**src/rtl/traffic_lamp_monitor.sv**
```systemverilog
// traffic_lamp_monitor: registers the La/Lb lamp codes, drives one-hot lamps and latches
// sequence/exclusion/dwell faults into flashing red. Macro TL_MON_DWELL_CHECK_EN enables the dwell check.
module traffic_lamp_monitor #(
  parameter int unsigned MIN_GREEN  = 4,
  parameter int unsigned MIN_YELLOW = 2,
  parameter int unsigned FLASH_DIV  = 8
) (
  input  logic       clk,
  input  logic       rst,
  input  logic [1:0] la,
  input  logic [1:0] lb,
  input  logic       clr,
  output logic [2:0] lamp_a,
  output logic [2:0] lamp_b,
  output logic       fault,
  output logic [2:0] fault_code
);

  if (MIN_GREEN < 1 || MIN_GREEN > 255 || MIN_YELLOW < 1 || MIN_YELLOW > 255 ||
      FLASH_DIV < 1 || FLASH_DIV > 255) begin : g_param_check
    $error("traffic_lamp_monitor: MIN_GREEN/MIN_YELLOW/FLASH_DIV must be 1..255");
  end

  typedef enum logic [1:0] {S_INIT, S_RUN, S_FAULT} state_t;
  typedef enum logic [1:0] {CODE_G = 2'b00, CODE_Y = 2'b01, CODE_R = 2'b10, CODE_X = 2'b11} code_t;
  typedef enum logic [2:0] {
    C_NONE = 3'd0, C_INVALID = 3'd1, C_CONFLICT = 3'd2, C_ILLEGAL = 3'd3, C_DWELL = 3'd4
  } cause_t;

  localparam logic [2:0] LAMP_R     = 3'b100;
  localparam logic [2:0] LAMP_OFF   = 3'b000;
  localparam logic [7:0] FLASH_LAST = 8'(FLASH_DIV - 1);

  state_t     state, state_d;
  cause_t     cause;
  logic [1:0] la_q, lb_q, la_p, lb_p, la_p_d, lb_p_d;
  logic [2:0] lamp_a_d, lamp_b_d, code_d;
  logic       fault_d;
  logic [7:0] flash_cnt, flash_cnt_d;
  logic       dark, dark_d;
  logic       invalid, conflict, illegal, short_dwell;

  function automatic logic legal_step(input logic [1:0] prev, input logic [1:0] cur);
    return (prev == CODE_G && cur == CODE_Y) ||
           (prev == CODE_Y && cur == CODE_R) ||
           (prev == CODE_R && cur == CODE_G);
  endfunction

  function automatic logic [2:0] decode(input logic [1:0] code);
    case (code)
      CODE_G:  return 3'b001;
      CODE_Y:  return 3'b010;
      CODE_R:  return 3'b100;
      default: return 3'b000;
    endcase
  endfunction

  assign invalid  = (la_q == CODE_X) || (lb_q == CODE_X);
  assign conflict = (la_q != CODE_R) && (lb_q != CODE_R);
  assign illegal  = ((la_q != la_p) && !legal_step(la_p, la_q)) ||
                    ((lb_q != lb_p) && !legal_step(lb_p, lb_q));

`ifdef TL_MON_DWELL_CHECK_EN
  logic [7:0] dwell_a, dwell_b, dwell_a_d, dwell_b_d;

  function automatic logic too_short(input logic [1:0] prev, input logic [7:0] dwell);
    return (prev == CODE_G && dwell < 8'(MIN_GREEN)) ||
           (prev == CODE_Y && dwell < 8'(MIN_YELLOW));
  endfunction

  // Saturating count of edges the previous code has been held; reloads on change.
  function automatic logic [7:0] next_dwell(input logic changed, input logic [7:0] dwell);
    if (changed)
      return 8'd1;
    return (dwell == 8'hFF) ? dwell : dwell + 8'd1;
  endfunction

  assign short_dwell = ((la_q != la_p) && too_short(la_p, dwell_a)) ||
                       ((lb_q != lb_p) && too_short(lb_p, dwell_b));
`else
  assign short_dwell = 1'b0;
`endif

  // INIT only arms the invalid and conflict checks; the rest need a baseline.
  always_comb begin
    cause = C_NONE;
    if (invalid)
      cause = C_INVALID;
    else if (conflict)
      cause = C_CONFLICT;
    else if (state == S_RUN && illegal)
      cause = C_ILLEGAL;
    else if (state == S_RUN && short_dwell)
      cause = C_DWELL;
  end

  always_comb begin
    state_d     = state;
    la_p_d      = la_p;
    lb_p_d      = lb_p;
    lamp_a_d    = lamp_a;
    lamp_b_d    = lamp_b;
    fault_d     = fault;
    code_d      = fault_code;
    flash_cnt_d = flash_cnt;
    dark_d      = dark;
`ifdef TL_MON_DWELL_CHECK_EN
    dwell_a_d   = dwell_a;
    dwell_b_d   = dwell_b;
`endif
    case (state)
      S_INIT, S_RUN: begin
        if (cause != C_NONE) begin
          state_d     = S_FAULT;
          fault_d     = 1'b1;
          code_d      = cause;
          flash_cnt_d = '0;
          dark_d      = 1'b0;
          lamp_a_d    = LAMP_R;
          lamp_b_d    = LAMP_R;
        end else begin
          state_d = S_RUN;
          la_p_d  = la_q;
          lb_p_d  = lb_q;
          if (state == S_INIT) begin
            lamp_a_d = LAMP_R;
            lamp_b_d = LAMP_R;
`ifdef TL_MON_DWELL_CHECK_EN
            dwell_a_d = 8'd1;
            dwell_b_d = 8'd1;
`endif
          end else begin
            lamp_a_d = decode(la_q);
            lamp_b_d = decode(lb_q);
`ifdef TL_MON_DWELL_CHECK_EN
            dwell_a_d = next_dwell(la_q != la_p, dwell_a);
            dwell_b_d = next_dwell(lb_q != lb_p, dwell_b);
`endif
          end
        end
      end
      S_FAULT: begin
        if (clr) begin
          state_d     = S_INIT;
          fault_d     = 1'b0;
          code_d      = '0;
          flash_cnt_d = '0;
          dark_d      = 1'b0;
          lamp_a_d    = LAMP_R;
          lamp_b_d    = LAMP_R;
        end else begin
          if (flash_cnt == FLASH_LAST) begin
            flash_cnt_d = '0;
            dark_d      = ~dark;
          end else begin
            flash_cnt_d = flash_cnt + 8'd1;
          end
          lamp_a_d = dark_d ? LAMP_OFF : LAMP_R;
          lamp_b_d = dark_d ? LAMP_OFF : LAMP_R;
        end
      end
      default: state_d = S_INIT;
    endcase
  end

  always_ff @(posedge clk or posedge rst) begin
    if (rst) begin
      state      <= S_INIT;
      la_q       <= CODE_R;
      lb_q       <= CODE_R;
      la_p       <= CODE_R;
      lb_p       <= CODE_R;
      lamp_a     <= LAMP_R;
      lamp_b     <= LAMP_R;
      fault      <= 1'b0;
      fault_code <= '0;
      flash_cnt  <= '0;
      dark       <= 1'b0;
`ifdef TL_MON_DWELL_CHECK_EN
      dwell_a    <= '0;
      dwell_b    <= '0;
`endif
    end else begin
      state      <= state_d;
      la_q       <= la;
      lb_q       <= lb;
      la_p       <= la_p_d;
      lb_p       <= lb_p_d;
      lamp_a     <= lamp_a_d;
      lamp_b     <= lamp_b_d;
      fault      <= fault_d;
      fault_code <= code_d;
      flash_cnt  <= flash_cnt_d;
      dark       <= dark_d;
`ifdef TL_MON_DWELL_CHECK_EN
      dwell_a    <= dwell_a_d;
      dwell_b    <= dwell_b_d;
`endif
    end
  end

endmodule

```
**config.mk**
```make
export PLATFORM = sky130hd
export DESIGN_NAME = traffic_lamp_monitor
export DESIGN_NICKNAME = d
export VERILOG_FILES = /design/src/rtl/traffic_lamp_monitor.sv
export SDC_FILE = /design/constraint.sdc
export NUM_CORES = 1
export LEC_CHECK = 0
export BUFFER_PORTS_ARGS = -buffer_cell sky130_fd_sc_hd__buf_2
export CORE_ASPECT_RATIO = 1.75
export CORE_MARGIN = 5
export CORE_UTILIZATION = 40
export DETAILED_ROUTE_END_ITERATION = 10
export GPL_TIMING_DRIVEN = 0
export SYNTH_ARGS = -nofsm -noshare
export SYNTH_HDL_FRONTEND = slang
export SYNTH_SLANG_ARGS = --single-unit
```
**constraint.sdc**
```tcl
create_clock -name clk -period 2 [get_ports clk]
set_input_delay 0.1 -clock clk [delete_from_list [all_inputs] [get_ports clk]]
set_output_delay 0.1 -clock clk [all_outputs]
set_load 0.005 [all_outputs]
```
-- After elaboration in Yosys (flattened, before gate mapping)
Index checks and enable logic that the tools add are counted.
- word-level logic and storage cells: 94
- bits of input ports: 7
- bits in registers: 29
- output and inout port bits: 10
- muxes and demuxes: 32
- reductions and logical operators: 29
- bitwise gates (word level): 2
- equality and inequality tests: 19
- add/subtract/negate cells: 1
- operators by type and width (operator ; number):
    two-way mux 3 bit ; 9
    two-way mux 8 bit ; 3
    case mux 3 bit (2 select lines) ; 3
    case mux 3 bit (3 select lines) ; 2
    case mux 8 bit (2 select lines) ; 1
    equality test 2 bit, second input constant ; 7
    equality test 2 x 1 -> 1 bit, second input constant ; 5
    logical AND 1 bit ; 10
    logical NOT 2 bit ; 5
    adder 8 x 1 -> 8 bit, second input constant ; 1
    equality test 8 x 3 -> 1 bit, second input constant ; 1
    two-way mux 2 bit ; 4
    inequality test 2 bit, second input constant ; 4
    two-way mux 1 bit ; 7
    logical OR 1 bit ; 6
    inequality test 2 bit ; 2
    case mux 1 bit (2 select lines) ; 2
    case mux 2 bit (2 select lines) ; 1
    AND reduction 2 bit ; 2
    AND reduction 3 bit ; 1
    nonzero test 3 bit ; 1
    logical NOT 1 bit ; 2
    NOT 1 bit ; 2
    nonzero test 2 bit ; 1
    OR reduction 2 bit ; 1

-- Depth between registers and ports, before layout
Gate-level depths: netlist of the first run.
- word-level depth: 14
- mapped depth: 8
- mapped depth without buffers: 7

-- Worst setup path before layout of the first run
No wires, ideal clock.
- path kind: flip-flop to flip-flop
- start point: reg la_q[1]
- end point: reg flash_cnt[7]
- clock period less this slack: 1771 ps
- data required time: 1918 ps
- path buffers: 2
- cell stages (with the launch flop): 9
- setup slack: 229 ps
- library setup time: 82 ps
- data arrival time: 1689 ps
- path through: dfstp_2 buf_2 and3_1 o21ai_0 o21ai_2 a21oi_2 or3_1 buf_6 a31oi_1
- word-level cells in the longest chain between the ends: 14
- elaborated cells on any way between the ends: 23
- classes of those cells: eq/ne: 6; mux: 3; reduce/logical: 14
- RTL lines (item ; RTL line ; source):
    from (decl) ; 36 ; logic [1:0] la_q, lb_q, la_p, lb_p, la_p_d, lb_p_d;
    from (signal assigned) ; 185 ; la_q <= la;
    equality test 2 x 1 -> 1 bit or equality test 2 bit (tied branches) ; 44, 45 ;
    logical AND 1 bit, on equally long branches ; 44, 45 ;
    logical OR 1 bit ; 44 ; return (prev == CODE_G && cur == CODE_Y) ||
    logical OR 1 bit ; 45 ; (prev == CODE_Y && cur == CODE_R) ||
    logical NOT 1 bit ; 60 ; assign illegal = ((la_q != la_p) && !legal_step(la_p, la_q)) ||
    logical AND 1 bit ; 60 ;
    logical OR 1 bit ; 60 ;
    logical AND 1 bit ; 91 ; else if (state == S_RUN && illegal)
    two-way mux 2 bit ; 91 ;
    two-way mux 2 bit ; 89 ; else if (conflict)
    two-way mux 3 bit * ; 87 ; if (invalid)
    nonzero test 3 bit * ; 113 ; if (cause != C_NONE) begin
    inequality test 2 bit (no source line) * ; - ;
    AND reduction 2 bit (no source line) * ; - ;
    to (signal assigned) ; 193 ; flash_cnt <= flash_cnt_d;
    to (decl) ; 39 ; logic [7:0] flash_cnt, flash_cnt_d;
Every way passes the cells marked *; elsewhere a longest branch is shown, timed or not.
A chain may end at the register's enable or synchronous reset.

-- Worst setup path after layout of the first run
- start point: reg lb_q[0]
- end point: reg flash_cnt[4]
- word-level cells in the longest chain between the ends: 14
- elaborated cells on any way between the ends: 23
- classes of those cells: eq/ne: 6; mux: 3; reduce/logical: 14
- RTL lines (item ; RTL line ; source):
    from (decl) ; 36 ;
    from (signal assigned) ; 186 ; lb_q <= lb;
    equality test 2 x 1 -> 1 bit or equality test 2 bit (tied branches) ; 44, 45 ;
    logical AND 1 bit, on equally long branches ; 44, 45 ;
    logical OR 1 bit ; 44 ;
    logical OR 1 bit ; 45 ;
    logical NOT 1 bit ; 61 ; ((lb_q != lb_p) && !legal_step(lb_p, lb_q));
    logical AND 1 bit ; 61 ;
    logical OR 1 bit ; 60 ;
    logical AND 1 bit ; 91 ;
    two-way mux 2 bit ; 91 ;
    two-way mux 2 bit ; 89 ;
    two-way mux 3 bit * ; 87 ;
    nonzero test 3 bit * ; 113 ;
    inequality test 2 bit (no source line) * ; - ;
    AND reduction 2 bit (no source line) * ; - ;
Marked as above.

==> flow_metrics.py, run 1 <==
metrics = {
    "status": {
        "outcome": "complete, no violations",
    },
    "clock_tree": {
        "clock_insertion_delay_worst_skew_ns": 0.27,
        "tritoncts.num_buffers": 3,
        "numClockSinks": 28,
        "clockRootBuffer": "sky130_fd_sc_hd__clkbuf_8",
        "cts_htree_levels": 1,
        "cts_tree": "done",
        "cts.path.max_buffers": 2,
        "worst_setup_hold_path_clk_slew_ns": 0.09,
    },
    "yosys": {
        "asyncSetResetFlopFracSynth": 1.00,
        "syn_inst": 149,
        "synth_area_um2": 1440,
        "post_synth_main_area_contributors": "sky130_fd_sc_hd__dfrtp_1, sky130_fd_sc_hd__dfstp_2, sky130_fd_sc_hd__nand2_1",
        "ys_seq_area_frac": 0.493,
        "synth.ff_latch_count": 28,
        "number_of_warnings_issued_by_yosys": 0,
        "synth.top_cells.by_count": "sky130_fd_sc_hd__dfrtp_1, sky130_fd_sc_hd__nand2_1, sky130_fd_sc_hd__nor2_1",
        "yosysTopAreaCell": "sky130_fd_sc_hd__dfrtp_1",
        "yosysMostFrequentCell": "sky130_fd_sc_hd__dfrtp_1",
        "post_synth.cell_area_avg_um2": 9.64,
        "synth-main-ff-cell": "sky130_fd_sc_hd__dfrtp_1",
        "syn-num-nets": 157,
        "synth_edf_count": 0,
        "synth.lib_cells_used.distinct": 44,
        "netlist.area_leader.share": 0.383,
    },
    "detailed_routing": {
        "ant_nets": 0,
        "average_detailed_routed_wire_length_per_instance_um": 13.8,
        "drt_pass1_iterations": 4,
        "vias": 1170,
        "detailedRoute.firstIterationViolations": 20,
        "viasPerCell": 5.37,
        "wl_mm": 3.01,
        "drt_drc_violations_left": 0,
    },
    "placement": {
        "pre_cts_ws_ns": 0.0657,
        "gp_routability_congestion": 0.758,
        "post-dp-hpwl_mm": 2.19,
        "placement.io_buffers": 15,
        "placement.cell_area_um2": 1570,
    },
    "cells_and_area": {
        "finalCoreUtilization": 0.488,
        "drive_above_1_share": 0.225,
        "fin_area_um2": 1680,
        "areaGrowthSynthToFinish_pct": 16.7,
        "antenna_cell_count": 0,
        "finish.net_count": 182,
    },
    "worst_setup_path": {
        "arrival_ns": 2.13,
        "crit_chain": "or2b_1 -> xnor2_1 -> o21ai_2 -> a21oi_2 -> or3_1 -> buf_6 -> a31oi_2",
        "worst_setup_path_start_kind": "flip-flop",
        "critical_path_required_ns": 2.20,
        "critical_path.slowest_cell": "sky130_fd_sc_hd__dfrtp_2",
        "cp_slowest_stage_delay_ns": 0.45,
        "critical_path_peak_fanout": 7,
        "setup.worst_path.end_class": "flip-flop",
        "timing.setup.critical_path_class": "reg -> reg",
    },
    "timing": {
        "finalSetupViolCount": 0,
        "maxSlewHeadroom": 0.292,
        "final_hold_viol_count": 0,
        "final.period_utilization": 0.968,
        "timing.fmax_mhz": 516,
        "clock_skew_after_layout_ns": 0.00406,
        "tightestPinTransition_ns": 1.06,
        "tns_ns": 0,
        "final_period_minus_worst_setup_slack_ns": 1.94,
        "finalMaxSlewViolations": 0,
        "post-route-worst-setup-slack_ns": 0.0634,
        "rsz_0062_raised_after_global_routing": "true",
    },
    "floorplanning": {
        "start_util": 0.418,
        "die_h_um": 89.3,
        "die_x_um": 55.3,
        "core_region_area_um2": 3430,
        "rows": 28,
        "design.die.area_um2": 4940,
        "top_level_ports": 17,
    },
    "global_route": {
        "grt_start_max_net_pins": 29,
        "number_of_antenna_violations_at_the_first_check_in_global_routing": 0,
        "grt_overflow_total": 0,
        "grt_first_pass_wirelength_mm": 5.24,
        "first_global_vias": 1208,
        "grtUsageTotal": 0.132,
    },
    "power": {
        "power_per_cell_area_nw_per_um2": 1080,
        "power_leakage_uw": 0.000728,
        "vdd_drop_max_uv": 699,
    },
    "worst_hold_path": {
        "hold_path_class": "in -> async",
    },
    "job": {
        "cap_violations": 0,
    },
}
## worst max-delay path: cells and delay by family (launching register included)
kind | cells | cell delay (ns)
and+or+nand+nor | 2 | 0.65
AOI/OAI and AO/OA | 3 | 0.48
DFF | 1 | 0.45
buffers and inverters | 1 | 0.15
xor gates and xnor gates | 1 | 0.14
## power breakdown
| part | switching, µW | internal (µW) | leakage, µW |
|---|---|---|---|
| Sequential | 105 | 715 | 0.000352 |
| Combinational | 379 | 298 | 0.000354 |
| Clock | 171 | 143 | 0.0000228 |
| Total | 655 | 1160 | 0.000728 |
## kinds of logic (layout without fill, tap and decap cells)
logic type	after synthesis	after routing	share of synthesized area
adder cells (fa/ha/maj)	1	1	0.00871
XOR/XNOR	4	4	0.0244
multiplexers	2	2	0.0148
AND/OR/NAND/NOR	63	63	0.238
other	1	1	0.00261
AO/OA/AOI/OAI	39	39	0.181
flip-flops	28	28	0.493
buffers and inverters	11	35	0.0375
## routing by layer
metal	up-vias	track usage	wire length, µm
li1	567	-	-
met2	17	0.265	1740
met4	0	0.0553	61
met1	580	0.135	1130
met5	-	0	0
met3	6	0.0202	74
## area by class of cell
cell class	instances	area [µm²]
inverter	6	22.5
timing repair buffer	21	135
sequential	28	709
fill	358	1760
tap	45	56.3
clock buffer	4	45.0
buffer	4	26.3
multi-input combinational	110	682
## worst paths after layout
path / start / to / slack (ns) / depth (start not counted)
max: lb_q[0] / flash_cnt[4] / 0.06 / 7
min: rst / lb_q[0] / 0.08 / 2
max reg2reg: lb_q[0] / flash_cnt[4] / 0.06 / 7
min reg2reg: fault / fault / 0.48 / 1
max in group asynchronous: rst / lb_q[0] / 1.22 / 2
min in group clk: clr / fault / 0.20 / 3
## registers in the layout, summed over array words and instances, names as in the netlist
name and count:
dark 1, fault 1, fault_code 2, flash_cnt 8
la_p 2, la_q 2, lamp_a 3, lamp_b 3
lb_p 2, lb_q 2, state 2
## per-stage QoR
| step | total power [µW] | hold WS [ns] | std cells |
|---|---|---|---|
| after floorplan | 1310 | 0.104 | 149 |
| after global placement | 1470 | 0.206 | 209 |
| after detailed placement | 1490 | 0.207 | 209 |
| after CTS | 1810 | 0.129 | 217 |
| after global routing | 1960 | 0.189 | 218 |
| final | 1810 | 0.0811 | 218 |
## cells in the final DEF (no fill, tap or decap), drive strengths merged
master	n
dfrtp	22
buf	18
nand2	14
o21ai	14
nor2	13
nand3	8
nand2b	8
a21oi	7
inv	6
dfstp	6
clkbuf	6
xnor2	4
dlygate4sd3	4
a31oi	4
nor3	4
and3	3
a21o	3
o21a	3
nor2b	3
o22ai	3
nand3b	2
and2b	2
or3	2
or4	2
or2b	1
a22oi	1
mux2i	1
nor3b	1
mux2	1
o2bb2ai	1
o221ai	1
o32a	1
o31ai	1
ha	1
conb	1
dlymetal6s2s	1
## timing repair
item                                    CTS  global route
buffers inserted                          0             2
hold endpoints to repair                  4             0
gates resized for setup                   0             3
endpoints found under the setup margin    0             9
hold buffers                              4             0
(Power assumes the default switching activity.)
==> inputs of run 2 (changes only) <==
Settings changed: HOLD_SLACK_MARGIN from default to 0.15.
==> run 2 against run 1 <==
  * Final area grew 0.60%
  * Final cell count grew 0.46%
  * Critical path depth is the same
  * Non-clock buffer count grew 1
  * Count of clock-buffer cells in the layout is the same
  * Via count grew 0.77%
  * Register-to-register slack is essentially flat
  * Clock skew shrank 0.0016 ns
  * Largest power group unchanged
==> flow_metrics.py, run 2 (same netlist as run 1, synthesis figures left out) <==
metrics = {
    "status": {
        "outcome": "complete, no violations",
    },
    "cells_and_area": {
        "biggest_regs": "flash_cnt x8, lamp_a x3, lamp_b x3",
        "most_frequent_standard_cell_in_the_layout_excluding_fill_and_tap_cells": "sky130_fd_sc_hd__dfrtp_1",
        "areaGrowthSynthToFinish_pct": 17.4,
        "most_flops_register": "flash_cnt",
        "drive_above_1_share": 0.224,
        "filler_cell_count": 356,
        "layoutNonFillerInstCount": 219,
        "final_cell_mix": "sky130_fd_sc_hd__dfrtp_1, sky130_fd_sc_hd__buf_2, sky130_fd_sc_hd__nand2_1",
        "fin_area_um2": 1690,
        "finalCoreUtilization": 0.491,
        "finish.net_count": 183,
        "antenna_cell_count": 0,
        "largest_reg_flops": 8,
    },
    "clock_tree": {
        "cts_tree": "done",
        "clock_insertion_delay_worst_skew_ns": 0.27,
        "cts.path.max_buffers": 2,
        "tritoncts.num_buffers": 3,
        "worst_setup_hold_path_clk_slew_ns": 0.09,
        "clockRootBuffer": "sky130_fd_sc_hd__clkbuf_8",
        "cts_htree_levels": 1,
        "numClockSinks": 28,
    },
    "global_route": {
        "first_global_vias": 1225,
        "met3_track_utilization_from_global_routing": 0.0202,
        "grt_overflow_total": 0,
        "grt_first_pass_wirelength_mm": 5.25,
        "met2_usage": 0.272,
        "use_met1": 0.130,
        "grt_start_max_net_pins": 29,
        "number_of_antenna_violations_at_the_first_check_in_global_routing": 0,
        "grt-busiest-layer": "met2",
        "grtUsageTotal": 0.133,
    },
    "power": {
        "power.sequential.fraction": 0.452,
        "power_leakage_uw": 0.000732,
        "switching_share": 0.362,
        "power_per_cell_area_nw_per_um2": 1080,
        "power_frac_clock": 0.175,
        "netSwitchingPower_uw": 658,
        "p_comb_frac": 0.374,
        "p_int_uw": 1160,
        "vdd_drop_max_uv": 701,
    },
    "worst_hold_path": {
        "hold_path_class": "in -> reg",
    },
    "timing": {
        "tns_ns": 0,
        "tightestPinTransition_ns": 1.06,
        "timing.fmax_mhz": 517,
        "final_hold_viol_count": 0,
        "maxSlewHeadroom": 0.295,
        "final.period_utilization": 0.967,
        "finalMaxSlewViolations": 0,
        "finalSetupViolCount": 0,
        "rsz_0062_raised_after_global_routing": "true",
        "clock_skew_after_layout_ns": 0.00247,
        "final_period_minus_worst_setup_slack_ns": 1.93,
    },
    "floorplanning": {
        "core_region_area_um2": 3430,
        "die_x_um": 55.3,
        "rows": 28,
        "die_h_um": 89.3,
        "top_level_ports": 17,
        "start_util": 0.418,
        "design.die.area_um2": 4940,
    },
    "detailed_routing": {
        "drt_drc_violations_left": 0,
        "viasPerCell": 5.38,
        "detailedRoute.firstIterationViolations": 29,
        "vias": 1179,
        "ant_nets": 0,
        "average_detailed_routed_wire_length_per_instance_um": 13.8,
        "drt_pass1_iterations": 5,
        "wl_mm": 3.03,
    },
    "placement": {
        "place_inst": 209,
        "placement.io_buffers": 15,
        "gp_routability_congestion": 0.758,
        "post-dp-hpwl_mm": 2.19,
        "placement.cell_area_um2": 1570,
    },
    "worst_setup_path": {
        "critical_path_peak_fanout": 7,
        "setup.worst_path.end_class": "flip-flop",
        "critical_path.slowest_cell": "sky130_fd_sc_hd__dfrtp_2",
        "cp.buffers_inverters": 1,
        "cp_slowest_stage_delay_ns": 0.45,
        "crit_family": "simple AND/OR/NAND/NOR gates",
        "crit_chain": "or2b_1 -> xnor2_1 -> o21ai_2 -> a21oi_2 -> or3_1 -> buf_6 -> a31oi_2",
        "arrival_ns": 2.13,
        "worst_setup_path_start_kind": "flip-flop",
        "timing.setup.critical_path_class": "reg -> reg",
        "critical_path_required_ns": 2.20,
    },
    "job": {
        "cap_violations": 0,
    },
}
-- run 2: power groups by stage --
stage	clock (µW)	combinational (µW)	sequential, µW
after detailed placement	0	659	830
after global routing	343	771	841
final	317	678	820
after floorplan	0	495	811
after CTS	324	672	818
after global placement	0	650	819
-- run 2: metal layers --
metal | wire [µm] | share of wire
met5 | 0 | 0
met4 | 61 | 0.020
met3 | 79 | 0.026
met2 | 1770 | 0.58
met1 | 1120 | 0.37
-- run 2: layout make-up --
class	instances	area, µm²	area share
clock buffer	4	45.0	0.0267
sequential	28	709	0.421
multi-input combinational	110	682	0.404
inverter	6	22.5	0.0134
buffer	4	26.3	0.0156
timing repair buffer	22	145	0.0861
tap	45	56.3	0.0334
-- run 2: final timing paths --
check,from,to,slack [ns],depth (start not counted)
setup / recovery,lb_q[0],flash_cnt[4],0.07,7
hold / removal,clr,fault,0.19,3
setup reg to reg,lb_q[0],flash_cnt[4],0.07,7
hold reg to reg,fault,fault,0.48,1
max in group asynchronous,rst,lb_q[0],0.68,3
min in group asynchronous,rst,lb_q[0],0.62,3
-- run 2: timing repair --
action                     in CTS  in global routing
gates resized for setup         0                  3
setup buffers                   0                  2
hold buffers                    5                  0
setup endpoints to repair       0                  9
hold endpoints to repair       26                  0
-- run 2: metrics by stage --
stage          setup WS [ns]  total power, µW  hold slack, ns
6_report              0.0650             1820           0.194
5_1_grt              -0.0420             1960           0.238
3_3_place_gp          0.0974             1470           0.206
4_1_cts               0.0445             1810           0.193
3_5_place_dp          0.0657             1490           0.207
2_1_floorplan          0.229             1310           0.104
-- run 2: tightest hold or removal path, stage by stage --
cell	delay (ns)
sky130_fd_sc_hd__buf_2	0.13
sky130_fd_sc_hd__nand2_1	0.09
sky130_fd_sc_hd__a21o_1	0.11
